**src/rtl/hdr_ddr_bit_counter_if.sv**
```systemverilog
// hdr_ddr_bit_counter_if
// Groups the strobes into the HDR-DDR bit sequencer and its status outputs.
//   master : drives start / bit tick / abort / last-frame flag, observes status
//   slave  : the bit counter itself
// Signals:
//   i_bcnt_start      start of a transfer (pulse)
//   i_bcnt_bit_tick   one strobe per transferred bit
//   i_bcnt_abort      HDR restart/exit, drop the transfer (pulse)
//   i_fcnt_last_frame frame counter says the data word just ended was the last
//   o_cnt_bit_count   bit index within the current word
//   o_fcnt_en         pulse after each data word
//   o_bcnt_word_type  00 idle, 01 command, 10 data, 11 CRC
//   o_bcnt_preamble   index is 0 or 1
//   o_bcnt_parity     index is 18 or 19 (command/data only)
//   o_bcnt_busy       transfer in progress
//   o_bcnt_done       pulse after the final CRC bit
interface hdr_ddr_bit_counter_if #(
  parameter int CNT_W = 6
);
  logic             i_bcnt_start;
  logic             i_bcnt_bit_tick;
  logic             i_bcnt_abort;
  logic             i_fcnt_last_frame;
  logic [CNT_W-1:0] o_cnt_bit_count;
  logic             o_fcnt_en;
  logic [1:0]       o_bcnt_word_type;
  logic             o_bcnt_preamble;
  logic             o_bcnt_parity;
  logic             o_bcnt_busy;
  logic             o_bcnt_done;

  modport master (
    output i_bcnt_start, i_bcnt_bit_tick, i_bcnt_abort, i_fcnt_last_frame,
    input  o_cnt_bit_count, o_fcnt_en, o_bcnt_word_type, o_bcnt_preamble,
           o_bcnt_parity, o_bcnt_busy, o_bcnt_done
  );

  modport slave (
    input  i_bcnt_start, i_bcnt_bit_tick, i_bcnt_abort, i_fcnt_last_frame,
    output o_cnt_bit_count, o_fcnt_en, o_bcnt_word_type, o_bcnt_preamble,
           o_bcnt_parity, o_bcnt_busy, o_bcnt_done
  );
endinterface

```
**src/rtl/hdr_ddr_bit_counter.sv**
```systemverilog
// hdr_ddr_bit_counter
// Bit-position sequencer for HDR-DDR transfers: counts bit strobes inside
// each word and walks command word -> data words -> CRC word. Emits one
// o_fcnt_en pulse per data word for the frame counter and uses its
// last-frame flag to decide when the CRC word follows.
// Ports:
//   i_fcnt_clk    system clock
//   i_fcnt_rst_n  asynchronous active-low reset
//   bus           slave side of hdr_ddr_bit_counter_if (strobes in, status out)
module hdr_ddr_bit_counter #(
  parameter int WORD_BITS = 20,
  parameter int CRC_BITS  = 11,
  parameter int CNT_W     = 6
) (
  input  logic                        i_fcnt_clk,
  input  logic                        i_fcnt_rst_n,
  hdr_ddr_bit_counter_if.slave        bus
);

  // Encoding doubles as the word-type output.
  typedef enum logic [1:0] {
    ST_IDLE = 2'b00,
    ST_CMD  = 2'b01,
    ST_DATA = 2'b10,
    ST_CRC  = 2'b11
  } state_t;

  localparam logic [CNT_W-1:0] WORD_LAST  = CNT_W'(WORD_BITS - 1);
  localparam logic [CNT_W-1:0] CRC_LAST   = CNT_W'(CRC_BITS - 1);
  localparam logic [CNT_W-1:0] PARITY_LO  = CNT_W'(WORD_BITS - 2);
  localparam logic [CNT_W-1:0] PREAMB_END = CNT_W'(2);

  state_t           state_q, state_d;
  logic [CNT_W-1:0] cnt_q, cnt_d;
  logic             fcnt_en_q, fcnt_en_d;
  logic             done_q, done_d;

  always_ff @(posedge i_fcnt_clk or negedge i_fcnt_rst_n) begin
    if (!i_fcnt_rst_n) begin
      state_q   <= ST_IDLE;
      cnt_q     <= '0;
      fcnt_en_q <= 1'b0;
      done_q    <= 1'b0;
    end else begin
      state_q   <= state_d;
      cnt_q     <= cnt_d;
      fcnt_en_q <= fcnt_en_d;
      done_q    <= done_d;
    end
  end

  always_comb begin
    state_d   = state_q;
    cnt_d     = cnt_q;
    fcnt_en_d = 1'b0;
    done_d    = 1'b0;

    if (bus.i_bcnt_abort) begin
      state_d = ST_IDLE;
      cnt_d   = '0;
    end else begin
      unique case (state_q)
        ST_IDLE: begin
          // A tick coinciding with start is not counted.
          if (bus.i_bcnt_start) begin
            state_d = ST_CMD;
            cnt_d   = '0;
          end
        end
        ST_CMD: begin
          if (bus.i_bcnt_bit_tick) begin
            if (cnt_q == WORD_LAST) begin
              cnt_d   = '0;
              state_d = ST_DATA;
            end else begin
              cnt_d = cnt_q + 1'b1;
            end
          end
        end
        ST_DATA: begin
          if (bus.i_bcnt_bit_tick) begin
            if (cnt_q == WORD_LAST) begin
              cnt_d     = '0;
              fcnt_en_d = 1'b1;
              // Last-frame flag is only meaningful on the word-ending tick.
              state_d   = bus.i_fcnt_last_frame ? ST_CRC : ST_DATA;
            end else begin
              cnt_d = cnt_q + 1'b1;
            end
          end
        end
        ST_CRC: begin
          if (bus.i_bcnt_bit_tick) begin
            if (cnt_q == CRC_LAST) begin
              cnt_d   = '0;
              done_d  = 1'b1;
              state_d = ST_IDLE;
            end else begin
              cnt_d = cnt_q + 1'b1;
            end
          end
        end
        default: begin
          state_d = ST_IDLE;
          cnt_d   = '0;
        end
      endcase
    end
  end

  // Status decoded straight from flops, so they are glitch-free and follow
  // the index with no extra latency.
  assign bus.o_cnt_bit_count  = cnt_q;
  assign bus.o_fcnt_en        = fcnt_en_q;
  assign bus.o_bcnt_done      = done_q;
  assign bus.o_bcnt_word_type = state_q;
  assign bus.o_bcnt_busy      = (state_q != ST_IDLE);
  assign bus.o_bcnt_preamble  = (state_q != ST_IDLE) && (cnt_q < PREAMB_END);
  assign bus.o_bcnt_parity    = ((state_q == ST_CMD) || (state_q == ST_DATA)) &&
                                (cnt_q >= PARITY_LO);

endmodule

```
**src/flat_wrapper.sv**
```systemverilog
// flat-port wrapper written by rule: the top's interface ports become plain ports
module hdr_ddr_bit_counter_flat 
#(
  parameter int WORD_BITS = 20,
  parameter int CRC_BITS  = 11,
  parameter int CNT_W     = 6
)
  (i_fcnt_clk, i_fcnt_rst_n, bus_i_bcnt_start, bus_i_bcnt_bit_tick, bus_i_bcnt_abort, bus_i_fcnt_last_frame, bus_o_cnt_bit_count, bus_o_fcnt_en, bus_o_bcnt_word_type, bus_o_bcnt_preamble, bus_o_bcnt_parity, bus_o_bcnt_busy, bus_o_bcnt_done);
  hdr_ddr_bit_counter_if #(.CNT_W(CNT_W)) bus_i ();
  input  logic i_fcnt_clk;
  input  logic i_fcnt_rst_n;
  input wire logic [$bits(bus_i.i_bcnt_start)-1:0] bus_i_bcnt_start;
  input wire logic [$bits(bus_i.i_bcnt_bit_tick)-1:0] bus_i_bcnt_bit_tick;
  input wire logic [$bits(bus_i.i_bcnt_abort)-1:0] bus_i_bcnt_abort;
  input wire logic [$bits(bus_i.i_fcnt_last_frame)-1:0] bus_i_fcnt_last_frame;
  output wire logic [$bits(bus_i.o_cnt_bit_count)-1:0] bus_o_cnt_bit_count;
  output wire logic [$bits(bus_i.o_fcnt_en)-1:0] bus_o_fcnt_en;
  output wire logic [$bits(bus_i.o_bcnt_word_type)-1:0] bus_o_bcnt_word_type;
  output wire logic [$bits(bus_i.o_bcnt_preamble)-1:0] bus_o_bcnt_preamble;
  output wire logic [$bits(bus_i.o_bcnt_parity)-1:0] bus_o_bcnt_parity;
  output wire logic [$bits(bus_i.o_bcnt_busy)-1:0] bus_o_bcnt_busy;
  output wire logic [$bits(bus_i.o_bcnt_done)-1:0] bus_o_bcnt_done;
  assign bus_i.i_bcnt_start = bus_i_bcnt_start;
  assign bus_i.i_bcnt_bit_tick = bus_i_bcnt_bit_tick;
  assign bus_i.i_bcnt_abort = bus_i_bcnt_abort;
  assign bus_i.i_fcnt_last_frame = bus_i_fcnt_last_frame;
  assign bus_o_cnt_bit_count = bus_i.o_cnt_bit_count;
  assign bus_o_fcnt_en = bus_i.o_fcnt_en;
  assign bus_o_bcnt_word_type = bus_i.o_bcnt_word_type;
  assign bus_o_bcnt_preamble = bus_i.o_bcnt_preamble;
  assign bus_o_bcnt_parity = bus_i.o_bcnt_parity;
  assign bus_o_bcnt_busy = bus_i.o_bcnt_busy;
  assign bus_o_bcnt_done = bus_i.o_bcnt_done;
  hdr_ddr_bit_counter #(.WORD_BITS(WORD_BITS), .CRC_BITS(CRC_BITS), .CNT_W(CNT_W)) u_core (.i_fcnt_clk(i_fcnt_clk), .i_fcnt_rst_n(i_fcnt_rst_n), .bus(bus_i));
endmodule
```
**config.mk**
```make
export PLATFORM = sky130hd
export DESIGN_NAME = hdr_ddr_bit_counter_flat
export DESIGN_NICKNAME = d
export VERILOG_FILES = /design/src/rtl/hdr_ddr_bit_counter_if.sv /design/src/rtl/hdr_ddr_bit_counter.sv /design/src/flat_wrapper.sv
export SDC_FILE = /design/constraint.sdc
export NUM_CORES = 1
export LEC_CHECK = 0
export CORE_MARGIN = 5
export CORE_UTILIZATION = 47
export CTS_BUF_LIST = sky130_fd_sc_hd__clkbuf_4 sky130_fd_sc_hd__clkbuf_8 sky130_fd_sc_hd__clkbuf_16
export DETAILED_ROUTE_END_ITERATION = 10
export PLACE_DENSITY = 0.77
export SYNTH_ARGS = -nofsm -noshare
export SYNTH_HDL_FRONTEND = slang
export SYNTH_SLANG_ARGS = --single-unit
```
**constraint.sdc**
```tcl
create_clock -name i_fcnt_clk -period 2.2 [get_ports i_fcnt_clk]
set_input_delay 0.33 -clock i_fcnt_clk [delete_from_list [all_inputs] [get_ports i_fcnt_clk]]
set_output_delay 0.33 -clock i_fcnt_clk [all_outputs]
set_load 0.01 [all_outputs]
```
==> results of run 1 <==
-- worst reg2reg max path, delay by kind of cell (launching register included) --
kind,cells,cell delay (ns)
flops,1,0.42
fa+ha+maj,1,0.25
simple gates,1,0.35
compound gates,3,0.48
buf+inv,2,0.35
-- metrics by stage --
stage | util [%] | cells | worst slack, ns | cell area, sq um | power (uW)
global route | 66.7 | 120 | 0.0212 | 1000 | 860
floorplan | - | 79 | 0.354 | 738 | 470
detailed placement | 64.3 | 117 | 0.254 | 968 | 651
global placement | 64.3 | 117 | 0.270 | 968 | 647
finish | 66.7 | 120 | 0.0835 | 1000 | 799
CTS | 65.7 | 120 | 0.0369 | 990 | 762
-- what timing repair did --
action | CTS | global route
endpoints found under the setup margin | 1 | 1
cloned | 0 | 0
gates resized for setup | 1 | 3
-- kinds of logic after synthesis --
family,count (synthesis)
muxes,2
AOI/OAI and AO/OA,21
and+or+nand+nor,33
buffers and inverters,6
DFF,10
adders and majority gates,7
-- routing by layer --
layer	routed length, um	share of wire (%)
met1	850	47
met3	123	6.8
met5	0	0
met2	797	44
met4	32	1.8
-- sequential cells by signal, indices dropped and copies added, names as in the netlist --
name / cells
u_core.bus.o_bcnt_done: 1
u_core.bus.o_bcnt_word_type: 2
u_core.bus.o_cnt_bit_count: 6
u_core.bus.o_fcnt_en: 1
-- cell usage in the layout, fill, tap and decap left out, types with 3 or more instances in the layout --
cell type / instances
clkbuf_4: 3
o211ai_1: 5
nor2_1: 7
nand2b_1: 3
dfrtp_1: 8
buf_4: 4
nand3_1: 3
inv_1: 6
a21oi_1: 4
clkdlybuf4s50_1: 17
nand2_1: 8
ha_1: 6
-- worst min path at each step --
stage | from | to | slack (ns) | cells past startpoint
after floorplan | i_fcnt_rst_n | u_core.bus.o_bcnt_done$_DFF_PN0_ | 0.03 | 0
after global placement | u_core.bus.o_cnt_bit_count[1]$_DFFE_PN0P_ | u_core.bus.o_cnt_bit_count[1]$_DFFE_PN0P_ | 0.57 | 2
after detailed placement | u_core.bus.o_cnt_bit_count[1]$_DFFE_PN0P_ | u_core.bus.o_cnt_bit_count[1]$_DFFE_PN0P_ | 0.59 | 2
after CTS | i_fcnt_rst_n | u_core.bus.o_bcnt_word_type[0]$_DFFE_PN0P_ | 0.40 | 1
after global routing | i_fcnt_rst_n | u_core.bus.o_bcnt_done$_DFF_PN0_ | 0.42 | 1
final | i_fcnt_rst_n | u_core.bus.o_bcnt_done$_DFF_PN0_ | 0.38 | 1
-- layout make-up --
cell class / count / area (sq um) / area share, %
sequential: 10 / 253 / 25.2
tap: 16 / 20.0 / 1.99
timing repair buffer: 22 / 209 / 20.8
multi-input combinational: 63 / 478 / 47.6
inverter: 6 / 22.5 / 2.24
clock buffer: 3 / 22.5 / 2.24
-- where the power goes --
part | total, uW | switching [uW] | internal (uW)
logic | 446 | 220 | 226
registers | 232 | 26.2 | 206
clock network | 120 | 56.9 | 62.9
total | 799 | 303 | 495
==> summary.md, run 1 <==
| Metric | Value |
|---|---|
| Worst Tran Pin Value | 0.463 ns |
| Ys flop type | dfrtp_1 |
| Worst reg2reg setup slack | 0.27 ns |
| R2r startpoint | u_core.bus.o_bcnt_word_type[0]$_DFFE_PN0P_ |
| Clock buffer depth | 2 |
| Clock slew at reported path FFs | 0.06 ns |
| CTS tree | done |
| FMAX | about 470 MHz |
| Critical Path End Type | primary output |
| Die Y | 49.6 um |
| Post-CTS setup buffers | 0 |
| Vias | roughly 700 |
| Post-synthesis adder-cell area fraction | approximately an eighth |
| Antenna diode count | 0 |
| GR Layer Usage met3 | 6.02% |
| Hpwl dp | 1330 um |
| Worst Path Buf+Inv | 1 |
| Total Routing Usage GR | between 10% and 20% |
| Post-synth top area share | 33.9% |
| Yosys reg bits | 10 |
| Status | completed |
| Synth Area in Simple Gates | about a quarter |
| GR Util met2 | 21.0% |
| Critical setup path kind | flip-flop to primary output |
| Area contributors post-synth | dfrtp_1, ha_1, o211ai_1 |
| GPL Wtd Cong | just over 0.8 |
| DR vias/cell | between 6 and 7 |
| Static leakage | a little over 0.0004 uW |
| First-pass GRT wire length | approximately 2900 um |
| Die X | around 50 um |
| Crit path to | bus_o_bcnt_parity |
| Mux share of post-synthesis cell area | under 10% |
| Mapped Cells | between 70 and 80 |
| Worst hold path class | primary input to async pin |
| Max_slew headroom | about 69% |
| First drt pass iteration count | 5 |
| Max-Cap Viols | 0 |
| Site Rows | 14 |
| Initial antenna violation count | 0 |
| Initial drt markers | 36 |
| Mapped cell area | about 740 sq um |
| Antenna viol nets, final | 0 |
| Post-Route WL | between 1500 and 2000 um |
| PwrDens | approximately 790 nW/um^2 |
| Layout net count | about 120 |
| Clk_skew | between 0.002 and 0.003 ns |
| Post-synth ARST share | between 90% and 100% |
| Top Usage Layer GRT | met1 |
| Top Family by Delay on Critical Path | buffers and inverters |
| TritonCTS Buffers | 3 |
| Core box area | between 1500 and 2000 sq um |
| H-Tree Depth | 1 |
| Seq/Total Area, Yosys | 33.9% |
| Top fanout value on the critical path | 9 |
| Final Setup Violations | 0 |
| Initial core utilization | between 40% and 50% |
| Max incr delay on CP | ~0.47 ns |
| Share of layout cells above drive strength 1 | around 16% |
| Hold Buf Count CTS | 0 |
| Vias in the first global route | around 600 |
| CP max-delay cell | clkdlybuf4s50_1 |
| Fin. Hold Viols | 0 |
| Final Max Tran Viols | 0 |
| Worst-Skew Late Latency | roughly 0.26 ns |
| Setup TNS | 0 ns |
| Largest family of logic cells by synthesized area | simple AND/OR/NAND/NOR gates |
| WHS | roughly 0.38 ns |
| Period utilization | 96.2% |
| Register-to-Register Path Depth | 7 |
| Maximum number of pins on one net before global-route repair | 11 |
| EDFF count, synth | 0 |
| Crit path DAT | ~1.8 ns |
| Post-synthesis compound-gate area fraction | between 20% and 30% |
| Startpoint types | flip-flop |
| Synth top cells by count | dfrtp_1, nand2_1, ha_1, nor2_1, inv_1 |
| Yosys cell types | 31 |
| Required time of the critical path | 1.87 ns |
| Port Buffers | 18 |
| # DRC | 0 |
| CTS sink cnt | 10 |
| Top-level I/O count | 19 |
| Area leader, netlist | dfrtp_1 |
| WL/cell | between 15 and 20 um |
| Reg2reg end | u_core.bus.o_cnt_bit_count[4]$_DFFE_PN0P_ |
| Critical Path Stages | 4 |
| Worst VDD drop | approximately 800 uV |
| CP startpoint | u_core.bus.o_cnt_bit_count[3]$_DFFE_PN0P_ |
| Die area | 2460 sq um |
| Critical Path, Cell by Cell | or3_1 -> a21oi_1 -> nor2b_1 -> clkdlybuf4s50_1 |
| Mapped Nets | between 90 and 100 |
| Tmin final | about 2.1 ns |
| Syn-to-layout area delta | 36.1% |
| Avg Inst Size Synth | 9.34 sq um |
| Top-count cell post-synth | dfrtp_1 |
| RSZ-0062 raised after global routing | false |
| GR Util met1 | 21.3% |
| Xor and xnor area share after synthesis | 0% |
| CTS Root Cell | clkbuf_4 |
| GR Overflow Total | 0 |
| Filler cells | about 130 |
| Yosys warning total | 0 |
(Power assumes the default switching activity.)
==> run 2: changes to the inputs <==
--- a/config.mk
+++ b/config.mk
@@ -6,10 +6,10 @@
 export NUM_CORES = 1
 export LEC_CHECK = 0
 export CORE_MARGIN = 5
-export CORE_UTILIZATION = 47
+export CORE_UTILIZATION = 50
 export CTS_BUF_LIST = sky130_fd_sc_hd__clkbuf_4 sky130_fd_sc_hd__clkbuf_8 sky130_fd_sc_hd__clkbuf_16
 export DETAILED_ROUTE_END_ITERATION = 10
-export PLACE_DENSITY = 0.77
+export PLACE_DENSITY = 0.82
 export SYNTH_ARGS = -nofsm -noshare
 export SYNTH_HDL_FRONTEND = slang
 export SYNTH_SLANG_ARGS = --single-unit
==> constraint.sdc (replaced) <==
create_clock -name i_fcnt_clk -period 2.47 [get_ports i_fcnt_clk]
set_input_delay 0.3705 -clock i_fcnt_clk [delete_from_list [all_inputs] [get_ports i_fcnt_clk]]
set_output_delay 0.3705 -clock i_fcnt_clk [all_outputs]
set_load 0.01 [all_outputs]
==> run 2 against run 1 <==
  * Die area fell by 4.8%
  * Clock power fell by 12%
  * Flip-flop and latch count did not move
==> summary.md, run 2 (synthesis gave the netlist of run 1 again) <==
| Metric | Value |
|---|---|
| Status | completed |
| Max-Cap Viols | 0 |
| Required time of the critical path | roughly 2.1 ns |
| Post-CTS setup buffers | 0 |
| Final WS setup | approximately 0.19 ns |
| First-pass GRT wire length | about 2900 um |
| FMAX | 438 MHz |
| CTS sink cnt | 10 |
| Top fanout value on the critical path | 8 |
| H-Tree Depth | 1 |
| Total power | approximately 670 uW |
| Syn-to-layout area delta | 31.0% |
| RSZ-0062 raised after global routing | false |
| Worst VDD drop | roughly 540 uV |
| CTS resizes | 0 |
| First drt pass iteration count | 4 |
| Final Setup Violations | 0 |
| Finished Layout Cells | between 100 and 150 |
| CTS tree | done |
| GR Overflow Total | 0 |
| Most frequent cells in the layout | clkdlybuf4s50_1, dfrtp_1, nand2_1 |
| Die area | roughly 2300 sq um |
| Vias | 659 |
| Setup TNS | 0 ns |
| Tmin final | ~2.3 ns |
| Hold Buf Count CTS | 0 |
| Top-level I/O count | 19 |
| CTS Root Cell | clkbuf_4 |
| Layout net count | between 100 and 150 |
| Initial antenna violation count | 0 |
| Period utilization | between 90 and 100% |
| Post-Route WL | ~1700 um |
| Worst reg2reg setup slack | 0.45 ns |
| Clk_skew | approximately 0.0056 ns |
| Antenna diode count | 0 |
| Worst Tran Pin Value | 0.549 ns |
| Initial drt markers | 20 |
| DR vias/cell | between 5 and 6 |
| Site Rows | 13 |
| Share of layout cells above drive strength 1 | a little over a tenth |
| Post-placement cell count | ~110 |
| Die Y | around 48 um |
| Reg2reg end | u_core.bus.o_cnt_bit_count[1]$_DFFE_PN0P_ |
| Most common cell after layout, fill and taps aside | clkdlybuf4s50_1 |
| Hpwl dp | 1280 um |
| Static leakage | approximately 0.0004 uW |
| PwrDens | ~690 nW/um^2 |
| Worst hold path class | primary input to async pin |
| Maximum number of pins on one net before global-route repair | 11 |
| Critical setup path kind | flip-flop to primary output |
| Total Routing Usage GR | between 15 and 20% |
| Place WS | 0.468 ns |
| Core box area | approximately 1400 sq um |
| Startpoint types | flip-flop |
| Crit path DAT | between 1.5 and 2 ns |
| TritonCTS Buffers | 3 |
| GPL Wtd Cong | roughly 0.8 |
| Critical Path End Type | primary output |
| R2r startpoint | u_core.bus.o_bcnt_word_type[0]$_DFFE_PN0P_ |
| Register-to-Register Path Depth | 6 |
| Max reg flops | 6 |
| Final Max Tran Viols | 0 |
| WL/cell | ~14 um |
| Fin. Hold Viols | 0 |
| Initial core utilization | between 50% and 60% |
| Port Buffers | 18 |
| Worst-Skew Late Latency | 0.26 ns |
| Antenna viol nets, final | 0 |
| Vias in the first global route | 599 |
| Max_slew headroom | 63.4% |
| WHS | 0.437 ns |
| Clock buffer depth | 2 |
| Clock slew at reported path FFs | approximately 0.060 ns |
| # DRC | 0 |
| Die X | 48.4 um |
[run 2: report_power, final]
| part | internal [uW] | switching, uW | total, uW | leakage [uW] |
|---|---|---|---|---|
| logic | 173 | 183 | 357 | 0.000237 |
| registers | 182 | 21.3 | 204 | 0.000138 |
| clock network | 56.0 | 50.4 | 106 | 0.0000138 |
| total | 411 | 255 | 667 | 0.000389 |
[run 2: final cells by class]
| class | instances | area, sq um |
|---|---|---|
| Multi-Input combinational cell | 63 | 465 |
| Fill cell | 103 | 383 |
| Sequential cell | 10 | 250 |
| Timing Repair Buffer | 19 | 188 |
| Clock buffer | 3 | 22.5 |
| Inverter | 6 | 22.5 |
| Tap cell | 15 | 18.8 |
[run 2: through the flow]
stage               utilization (%)  cell area, sq um
floorplan                         -               738
global placement               70.0               945
detailed placement             70.0               945
CTS                            71.6               967
global route                   71.6               967
finish                         71.6               967
[run 2: worst max-delay path by stage]
stage                                          startpoint                                         to  slack, ns  depth (start not counted)
2_1_floorplan  u_core.bus.o_bcnt_word_type[0]$_DFFE_PN0P_  u_core.bus.o_cnt_bit_count[2]$_DFFE_PN0P_       0.62                          6
3_3_place_gp   u_core.bus.o_bcnt_word_type[1]$_DFFE_PN0P_  u_core.bus.o_cnt_bit_count[2]$_DFFE_PN0P_       0.50                          6
3_5_place_dp    u_core.bus.o_cnt_bit_count[2]$_DFFE_PN0P_                        bus_o_bcnt_preamble       0.47                          3
4_1_cts         u_core.bus.o_cnt_bit_count[2]$_DFFE_PN0P_                        bus_o_bcnt_preamble       0.18                          3
5_1_grt         u_core.bus.o_cnt_bit_count[2]$_DFFE_PN0P_                        bus_o_bcnt_preamble       0.04                          3
6_report        u_core.bus.o_cnt_bit_count[2]$_DFFE_PN0P_                        bus_o_bcnt_preamble       0.19                          3
[run 2: worst max-delay path, cell delays in order (launching register included)]
cell and delay [ns]:
dfrtp_1 0.47, or3_1 0.42, nor4_1 0.18, clkdlybuf4s50_1 0.58
[run 2: layer usage]
layer	share of wire, %	global-route usage (%)
met2	44	20.7
met3	11	7.65
met4	0.72	4.15
met5	0	0
met1	45	20.8
